<file path="config.mk">
export PLATFORM = sky130hd
export DESIGN_NAME = fsm_mestre_linha_flat
export DESIGN_NICKNAME = d
export VERILOG_FILES = /design/src/rtl/fsm_mestre_linha_if.sv /design/src/rtl/fsm_mestre_linha.sv /design/src/flat_wrapper.sv
export SDC_FILE = /design/constraint.sdc
export NUM_CORES = 1
export LEC_CHECK = 0
export CAP_MARGIN = 25
export CORE_UTILIZATION = 35
export DETAILED_ROUTE_END_ITERATION = 12
export GPL_TIMING_DRIVEN = 0
export MAX_ROUTING_LAYER = met4
export PLACE_DENSITY = 0.52
export SETUP_SLACK_MARGIN = 0.15
export SYNTH_ARGS = -nofsm -noshare
export SYNTH_HDL_FRONTEND = slang
export SYNTH_SLANG_ARGS = --single-unit
</file>
<file path="constraint.sdc">
create_clock -name clk -period 2.52 [get_ports clk]
set_input_delay 0.756 -clock clk [delete_from_list [all_inputs] [get_ports clk]]
set_output_delay 0.756 -clock clk [all_outputs]
set_load 0.02 [all_outputs]
</file>
<file path="src/rtl/fsm_mestre_linha_if.sv">
// Purpose: groups the sequencer's board inputs, CQ handshake and actuator/display
//          outputs into one bundle.
// Modports:
//   master - the line sequencer (pulses/sensors/CQ status in, actuators/counters out)
//   slave  - the surrounding board logic and station FSMs (mirror directions)
interface fsm_mestre_linha_if;
  logic       pulso_start;
  logic       pulso_parar;
  logic       pulso_reabastecer;
  logic       sensor_posicao;
  logic       sensor_nivel;
  logic       sensor_cq;
  logic       cq_concluida;
  logic       cq_aprovada;
  logic       cq_descarte;
  logic       motor_ativo;
  logic       valvula_ativa;
  logic       vedacao_ativa;
  logic       cmd_verificar;
  logic       alarme_rolhas;
  logic [3:0] cont_garrafas;
  logic [6:0] cont_duzias;
  logic [4:0] rolhas;
  logic [2:0] estado_dbg;

  modport master (
    input  pulso_start, pulso_parar, pulso_reabastecer,
    input  sensor_posicao, sensor_nivel, sensor_cq,
    input  cq_concluida, cq_aprovada, cq_descarte,
    output motor_ativo, valvula_ativa, vedacao_ativa, cmd_verificar, alarme_rolhas,
    output cont_garrafas, cont_duzias, rolhas, estado_dbg
  );

  modport slave (
    output pulso_start, pulso_parar, pulso_reabastecer,
    output sensor_posicao, sensor_nivel, sensor_cq,
    output cq_concluida, cq_aprovada, cq_descarte,
    input  motor_ativo, valvula_ativa, vedacao_ativa, cmd_verificar, alarme_rolhas,
    input  cont_garrafas, cont_duzias, rolhas, estado_dbg
  );
endinterface

</file>
<file path="src/rtl/fsm_mestre_linha.sv">
// Purpose: master sequencer of one bottling line
//          (conveyor -> filling -> capping -> quality control), counting
//          approved bottles in dozens and tracking the cap magazine.
// Ports:
//   clk     - line clock
//   reset_n - asynchronous reset, active low
//   bus     - fsm_mestre_linha_if.master: 1-cycle operator pulses, station
//             sensors, CQ handshake in; actuators, CQ command, cap alarm,
//             bottle/dozen/cap counters and state code out (all registered).
module fsm_mestre_linha #(
  parameter int unsigned TEMPO_VEDACAO = 50_000_000,
  parameter int unsigned ROLHAS_MAX    = 20,
  parameter int unsigned MAX_DUZIAS    = 99
) (
  input logic                clk,
  input logic                reset_n,
  fsm_mestre_linha_if.master bus
);

  localparam int unsigned TIMER_W = (TEMPO_VEDACAO > 1) ? $clog2(TEMPO_VEDACAO) : 1;
  localparam int unsigned GARR_W  = 4;
  localparam int unsigned DUZ_W   = 7;
  localparam int unsigned ROL_W   = 5;

  localparam logic [TIMER_W-1:0] TIMER_LAST = TIMER_W'(TEMPO_VEDACAO - 1);
  localparam logic [ROL_W-1:0]   ROL_FULL   = ROL_W'(ROLHAS_MAX);
  localparam logic [GARR_W-1:0]  GARR_LAST  = GARR_W'(11);
  localparam logic [DUZ_W-1:0]   DUZ_MAX    = DUZ_W'(MAX_DUZIAS);

  typedef enum logic [2:0] {
    PARADO   = 3'd0,
    ESTEIRA  = 3'd1,
    ENCHENDO = 3'd2,
    VEDANDO  = 3'd3,
    CQ       = 3'd4,
    FIM      = 3'd5,
    ALARME   = 3'd6
  } estado_t;

  estado_t            estado, estado_nxt;
  logic [TIMER_W-1:0] timer, timer_nxt;
  logic               stop_pend, stop_pend_nxt;
  logic [ROL_W-1:0]   rolhas_q, rolhas_nxt;
  logic [GARR_W-1:0]  garr_q, garr_nxt;
  logic [DUZ_W-1:0]   duz_q, duz_nxt;
  logic               motor_q, motor_nxt;
  logic               valv_q, valv_nxt;
  logic               ved_q, ved_nxt;
  logic               cmd_q, cmd_nxt;
  logic               alarme_q, alarme_nxt;
  logic               contar;
  logic               gastar_rolha;

  // State register plus registered outputs and counters.
  always_ff @(posedge clk or negedge reset_n) begin
    if (!reset_n) begin
      estado    <= PARADO;
      timer     <= '0;
      stop_pend <= 1'b0;
      rolhas_q  <= ROL_FULL;
      garr_q    <= '0;
      duz_q     <= '0;
      motor_q   <= 1'b0;
      valv_q    <= 1'b0;
      ved_q     <= 1'b0;
      cmd_q     <= 1'b0;
      alarme_q  <= 1'b0;
    end else begin
      estado    <= estado_nxt;
      timer     <= timer_nxt;
      stop_pend <= stop_pend_nxt;
      rolhas_q  <= rolhas_nxt;
      garr_q    <= garr_nxt;
      duz_q     <= duz_nxt;
      motor_q   <= motor_nxt;
      valv_q    <= valv_nxt;
      ved_q     <= ved_nxt;
      cmd_q     <= cmd_nxt;
      alarme_q  <= alarme_nxt;
    end
  end

  // Next-state, counter updates and output decode of the next state.
  always_comb begin
    estado_nxt    = estado;
    timer_nxt     = '0;
    stop_pend_nxt = stop_pend;
    rolhas_nxt    = rolhas_q;
    garr_nxt      = garr_q;
    duz_nxt       = duz_q;
    contar        = 1'b0;
    gastar_rolha  = 1'b0;
    motor_nxt     = 1'b0;
    valv_nxt      = 1'b0;
    ved_nxt       = 1'b0;
    cmd_nxt       = 1'b0;
    alarme_nxt    = 1'b0;

    // A stop request once a bottle is in progress waits for FIM.
    if (bus.pulso_parar && (estado inside {ENCHENDO, VEDANDO, CQ, FIM, ALARME})) begin
      stop_pend_nxt = 1'b1;
    end

    case (estado)
      PARADO: begin
        if (bus.pulso_start) estado_nxt = ESTEIRA;
      end
      ESTEIRA: begin
        if (bus.pulso_parar)         estado_nxt = PARADO;
        else if (bus.sensor_posicao) estado_nxt = ENCHENDO;
      end
      ENCHENDO: begin
        if (bus.sensor_nivel) begin
          if (rolhas_q == '0) begin
            estado_nxt = ALARME;
          end else begin
            estado_nxt   = VEDANDO;
            gastar_rolha = 1'b1;
          end
        end
      end
      VEDANDO: begin
        if (timer == TIMER_LAST) estado_nxt = CQ;
        else                     timer_nxt  = timer + TIMER_W'(1);
      end
      CQ: begin
        // Discard dominates a simultaneous completion: the bottle is not counted.
        if (bus.cq_descarte) begin
          estado_nxt = FIM;
        end else if (bus.cq_concluida && bus.cq_aprovada) begin
          estado_nxt = FIM;
          contar     = 1'b1;
        end
      end
      FIM: begin
        // A stop arriving in FIM itself also ends the run here.
        estado_nxt = (stop_pend || bus.pulso_parar) ? PARADO : ESTEIRA;
      end
      ALARME: begin
        if (bus.pulso_reabastecer) estado_nxt = VEDANDO;
      end
      default: estado_nxt = PARADO;
    endcase

    if (estado_nxt == PARADO) stop_pend_nxt = 1'b0;

    // Refill outside ALARME wins over a same-cycle cap consumption; in ALARME the
    // refilled magazine immediately supplies the waiting bottle.
    if (bus.pulso_reabastecer) begin
      rolhas_nxt = (estado == ALARME) ? ROL_FULL - ROL_W'(1) : ROL_FULL;
    end else if (gastar_rolha) begin
      rolhas_nxt = rolhas_q - ROL_W'(1);
    end

    // Bottle count wraps every dozen; the dozen count saturates.
    if (contar) begin
      if (garr_q == GARR_LAST) begin
        garr_nxt = '0;
        if (duz_q < DUZ_MAX) duz_nxt = duz_q + DUZ_W'(1);
      end else begin
        garr_nxt = garr_q + GARR_W'(1);
      end
    end

    motor_nxt  = (estado_nxt == ESTEIRA) || ((estado_nxt == CQ) && !bus.sensor_cq);
    valv_nxt   = (estado_nxt == ENCHENDO);
    ved_nxt    = (estado_nxt == VEDANDO);
    cmd_nxt    = (estado_nxt == CQ);
    alarme_nxt = (estado_nxt == ALARME);
  end

  assign bus.motor_ativo   = motor_q;
  assign bus.valvula_ativa = valv_q;
  assign bus.vedacao_ativa = ved_q;
  assign bus.cmd_verificar = cmd_q;
  assign bus.alarme_rolhas = alarme_q;
  assign bus.cont_garrafas = garr_q;
  assign bus.cont_duzias   = duz_q;
  assign bus.rolhas        = rolhas_q;
  assign bus.estado_dbg    = estado;

endmodule

</file>
<file path="src/flat_wrapper.sv">
// flat-port wrapper written by rule: the top's interface ports become plain ports
module fsm_mestre_linha_flat 
#(
  parameter int unsigned TEMPO_VEDACAO = 50_000_000,
  parameter int unsigned ROLHAS_MAX    = 20,
  parameter int unsigned MAX_DUZIAS    = 99
)
  (clk, reset_n, bus_pulso_start, bus_pulso_parar, bus_pulso_reabastecer, bus_sensor_posicao, bus_sensor_nivel, bus_sensor_cq, bus_cq_concluida, bus_cq_aprovada, bus_cq_descarte, bus_motor_ativo, bus_valvula_ativa, bus_vedacao_ativa, bus_cmd_verificar, bus_alarme_rolhas, bus_cont_garrafas, bus_cont_duzias, bus_rolhas, bus_estado_dbg);
  fsm_mestre_linha_if bus_i ();
  input logic clk;
  input logic reset_n;
  input wire logic [$bits(bus_i.pulso_start)-1:0] bus_pulso_start;
  input wire logic [$bits(bus_i.pulso_parar)-1:0] bus_pulso_parar;
  input wire logic [$bits(bus_i.pulso_reabastecer)-1:0] bus_pulso_reabastecer;
  input wire logic [$bits(bus_i.sensor_posicao)-1:0] bus_sensor_posicao;
  input wire logic [$bits(bus_i.sensor_nivel)-1:0] bus_sensor_nivel;
  input wire logic [$bits(bus_i.sensor_cq)-1:0] bus_sensor_cq;
  input wire logic [$bits(bus_i.cq_concluida)-1:0] bus_cq_concluida;
  input wire logic [$bits(bus_i.cq_aprovada)-1:0] bus_cq_aprovada;
  input wire logic [$bits(bus_i.cq_descarte)-1:0] bus_cq_descarte;
  output wire logic [$bits(bus_i.motor_ativo)-1:0] bus_motor_ativo;
  output wire logic [$bits(bus_i.valvula_ativa)-1:0] bus_valvula_ativa;
  output wire logic [$bits(bus_i.vedacao_ativa)-1:0] bus_vedacao_ativa;
  output wire logic [$bits(bus_i.cmd_verificar)-1:0] bus_cmd_verificar;
  output wire logic [$bits(bus_i.alarme_rolhas)-1:0] bus_alarme_rolhas;
  output wire logic [$bits(bus_i.cont_garrafas)-1:0] bus_cont_garrafas;
  output wire logic [$bits(bus_i.cont_duzias)-1:0] bus_cont_duzias;
  output wire logic [$bits(bus_i.rolhas)-1:0] bus_rolhas;
  output wire logic [$bits(bus_i.estado_dbg)-1:0] bus_estado_dbg;
  assign bus_i.pulso_start = bus_pulso_start;
  assign bus_i.pulso_parar = bus_pulso_parar;
  assign bus_i.pulso_reabastecer = bus_pulso_reabastecer;
  assign bus_i.sensor_posicao = bus_sensor_posicao;
  assign bus_i.sensor_nivel = bus_sensor_nivel;
  assign bus_i.sensor_cq = bus_sensor_cq;
  assign bus_i.cq_concluida = bus_cq_concluida;
  assign bus_i.cq_aprovada = bus_cq_aprovada;
  assign bus_i.cq_descarte = bus_cq_descarte;
  assign bus_motor_ativo = bus_i.motor_ativo;
  assign bus_valvula_ativa = bus_i.valvula_ativa;
  assign bus_vedacao_ativa = bus_i.vedacao_ativa;
  assign bus_cmd_verificar = bus_i.cmd_verificar;
  assign bus_alarme_rolhas = bus_i.alarme_rolhas;
  assign bus_cont_garrafas = bus_i.cont_garrafas;
  assign bus_cont_duzias = bus_i.cont_duzias;
  assign bus_rolhas = bus_i.rolhas;
  assign bus_estado_dbg = bus_i.estado_dbg;
  fsm_mestre_linha #(.TEMPO_VEDACAO(TEMPO_VEDACAO), .ROLHAS_MAX(ROLHAS_MAX), .MAX_DUZIAS(MAX_DUZIAS)) u_core (.clk(clk), .reset_n(reset_n), .bus(bus_i));
endmodule
</file>
==> run metrics <==
met3 usage in global routing 0.03139; cell area after layout between 3000 and 4000 sq um; FF-to-FF path depth 6; hold buffers post-CTS 0; Multi-input gate area 1289 sq um; I/O Buffers 33; CP Cell Sequence clkdlybuf4s50_1; GR peak layer met2; fillers approximately 730; post-synthesis sequential area ratio 0.4816; initial antenna violation count 0; largest fanout on the critical path 6; Mapped Cells around 260; clock sinks 51; clk slew on worst S/H paths 0.09 ns; GP Congestion ~0.76; Yosys warning count 0; Post-CTS Setup Bufs 0; Initial Utilization 0.3641; Synth Area per Inst 10.33 sq um; R2R setup slack 0.41 ns; Total GRT Usage 0.1533; commonest non-fill, non-tap cell in the layout dfrtp_1; CTS tree done; pre-CTS setup slack about 0.12 ns; fin cells between 300 and 400; most frequent cells in the layout dfrtp_1, nor2_1, clkdlybuf4s50_1; Cell variety after synth 56; min cycle time layout 2.287 ns; post-route ant nets 0; Critical R2R Capture u_core.timer[22]; Die X 89.10 um; number of synthesized register bits 51; number of synthesized flops with an enable pin 0; setup ws final 0.2331 ns; Worst slew margin 0.5300; outcome finished clean; met2 usage 0.2262; Least-Margin Pin Slew 0.6985 ns; Hold Crit Class in -> async; Fmax 437.3 MHz; crit-path leading delay family buffers and inverters; largest net degree at the start of global routing 35; CP Class reg -> out; met1 Track Usage GR 0.2076; Die Area 7938 sq um; top_reg_cell synth dfrtp_1; final hold violation count 0; Syn Nets ~270; maximum root-to-sink buffer count 2; num ports 35; clk_lat worst skew 0.31 ns; RSZ-0062 raised after global routing no; Worst path slowest cell clkdlybuf4s50_1; Core ar. between 7000 and 8000 sq um; number of CTS-inserted buffers 5; cts repair resizes 0; vias in the first global route 1835; # rows 31; leakage approximately 1.4 nW; WL/cell 13.63 um; nets 314; r2r startpoint u_core.timer[0]; Peak VDD IR around 0.28 mV; placed cell areas 3124 sq um; clock root buffer clkbuf_8; CP startpoint kind flip-flop; DRC 0; Initial DRT Pass Iterations 4; worst path required time 1.76 ns; Reg area 1279 sq um; final period utilization 0.9075; via count 1960; first-pass GRT wire length roughly 9000 um; Setup Viol. Count Final 0; Worst setup EP type output port; Synth Cell Area around 2700 sq um; Via density 4.925; max-slew violation count 0; Layout area overhead 21.91%; DIE HEIGHT 89.10 um; maxcap violations 0; fraction of registers with async set/reset 1.000; power per cell area 605.2 nW/um^2; share of cells above drive strength 1 0.1204; Crit path largest cell delay a little over 0.6 ns; CTS H-tree depth 2; Clock Skew 0.01075 ns; Placed Instances 390; gr ovfl total 0; crit path DAT 1.53 ns; CP bufs+invs 1; initial drt markers 102; antenna diode count 0; hpwl dp 3873 um; WL final 5426 um
synthesized netlist by cell type, drive strengths merged (5+ instances only):
cell     n  area (sq um)
a21oi    7         38.79
clkbuf   7         46.30
dfrtp   49          1226
ha       5         62.56
inv      9         33.78
nand2   24         90.09
nand3    5         25.02
nand4   12         81.33
nor2    33         123.9
nor3     8         51.30
nor4     8         62.56
o21ai    8         40.04
xnor2   18         157.7
xor2    12         105.1
cells by family (layout without fill, tap and decap cells):
| family | Yosys count | in the layout | share of synthesized area |
|---|---|---|---|
| multiplexers | 5 | 5 | 0.02026 |
| buffers and inverters | 17 | 59 | 0.03299 |
| XOR/XNOR | 30 | 30 | 0.09896 |
| AND/OR/NAND/NOR | 120 | 120 | 0.2663 |
| AO/OA/AOI/OAI | 29 | 29 | 0.07635 |
| flip-flops | 51 | 51 | 0.4816 |
| adder cells (fa/ha/maj) | 5 | 5 | 0.02356 |
sequential cells by signal, indices dropped and copies added (netlist names):
name / flops
u_core.stop_pend: 1
u_core.bus.vedacao_ativa: 1
u_core.bus.valvula_ativa: 1
u_core.bus.cmd_verificar: 1
u_core.bus.cont_garrafas: 4
u_core.bus.alarme_rolhas: 1
u_core.bus.rolhas: 5
u_core.bus.motor_ativo: 1
u_core.bus.estado_dbg: 3
u_core.timer: 26
u_core.bus.cont_duzias: 7
through the flow:
| step | hold slack [ns] | power, W | util | setup TNS (ns) |
|---|---|---|---|---|
| after floorplan | 0.4479 | 0.001244 | - | 0 |
| after global placement | 0.4845 | 0.001403 | 0.4264 | -46.09 |
| after detailed placement | 0.4876 | 0.001408 | 0.4284 | 0 |
| after CTS | 0.3877 | 0.001997 | 0.4439 | 0 |
| after global routing | 0.4106 | 0.002084 | 0.4439 | 0 |
| final | 0.3877 | 0.001959 | 0.4439 | 0 |
worst max-delay path by stage:
| stage | start | endpoint | slack, ns | cells after the start |
|---|---|---|---|---|
| 6_report | u_core.bus.rolhas[2] | bus_rolhas[2] | 0.23 | 1 |
| 5_1_grt | u_core.bus.rolhas[2] | bus_rolhas[2] | 0.15 | 1 |
| 4_1_cts | u_core.bus.rolhas[2] | bus_rolhas[2] | 0.21 | 1 |
| 3_5_place_dp | bus_sensor_posicao | u_core.bus.motor_ativo | 0.12 | 6 |
| 3_3_place_gp | reset_n | u_core.timer[20] | -0.93 | 1 |
| 2_1_floorplan | u_core.bus.rolhas[0] | u_core.bus.rolhas[4] | 0.55 | 7 |
metal layers:
| layer | vias to the layer above | part of all wire |
|---|---|---|
| met2 | 20 | 0.46 |
| met1 | 945 | 0.50 |
| met5 | - | 0 |
| li1 | 989 | - |
| met4 | 0 | 0.017 |
| met3 | 6 | 0.026 |
area by class of cell:
cell class / count / area share
multi-input cells: 189 / 0.3981
flip-flops and latches: 51 / 0.3951
repair buffers: 34 / 0.1067
well taps: 99 / 0.03827
clock buffers: 5 / 0.02126
plain buffers: 8 / 0.01662
clock inverters: 3 / 0.01353
inverters: 9 / 0.01044
where the power goes:
| group | internal [W] | switching [W] |
|---|---|---|
| registers | 0.000890 | 0.0000759 |
| logic | 0.000190 | 0.000230 |
| clock network | 0.000296 | 0.000277 |
Note: power is estimated with default switching activity, not from simulation.
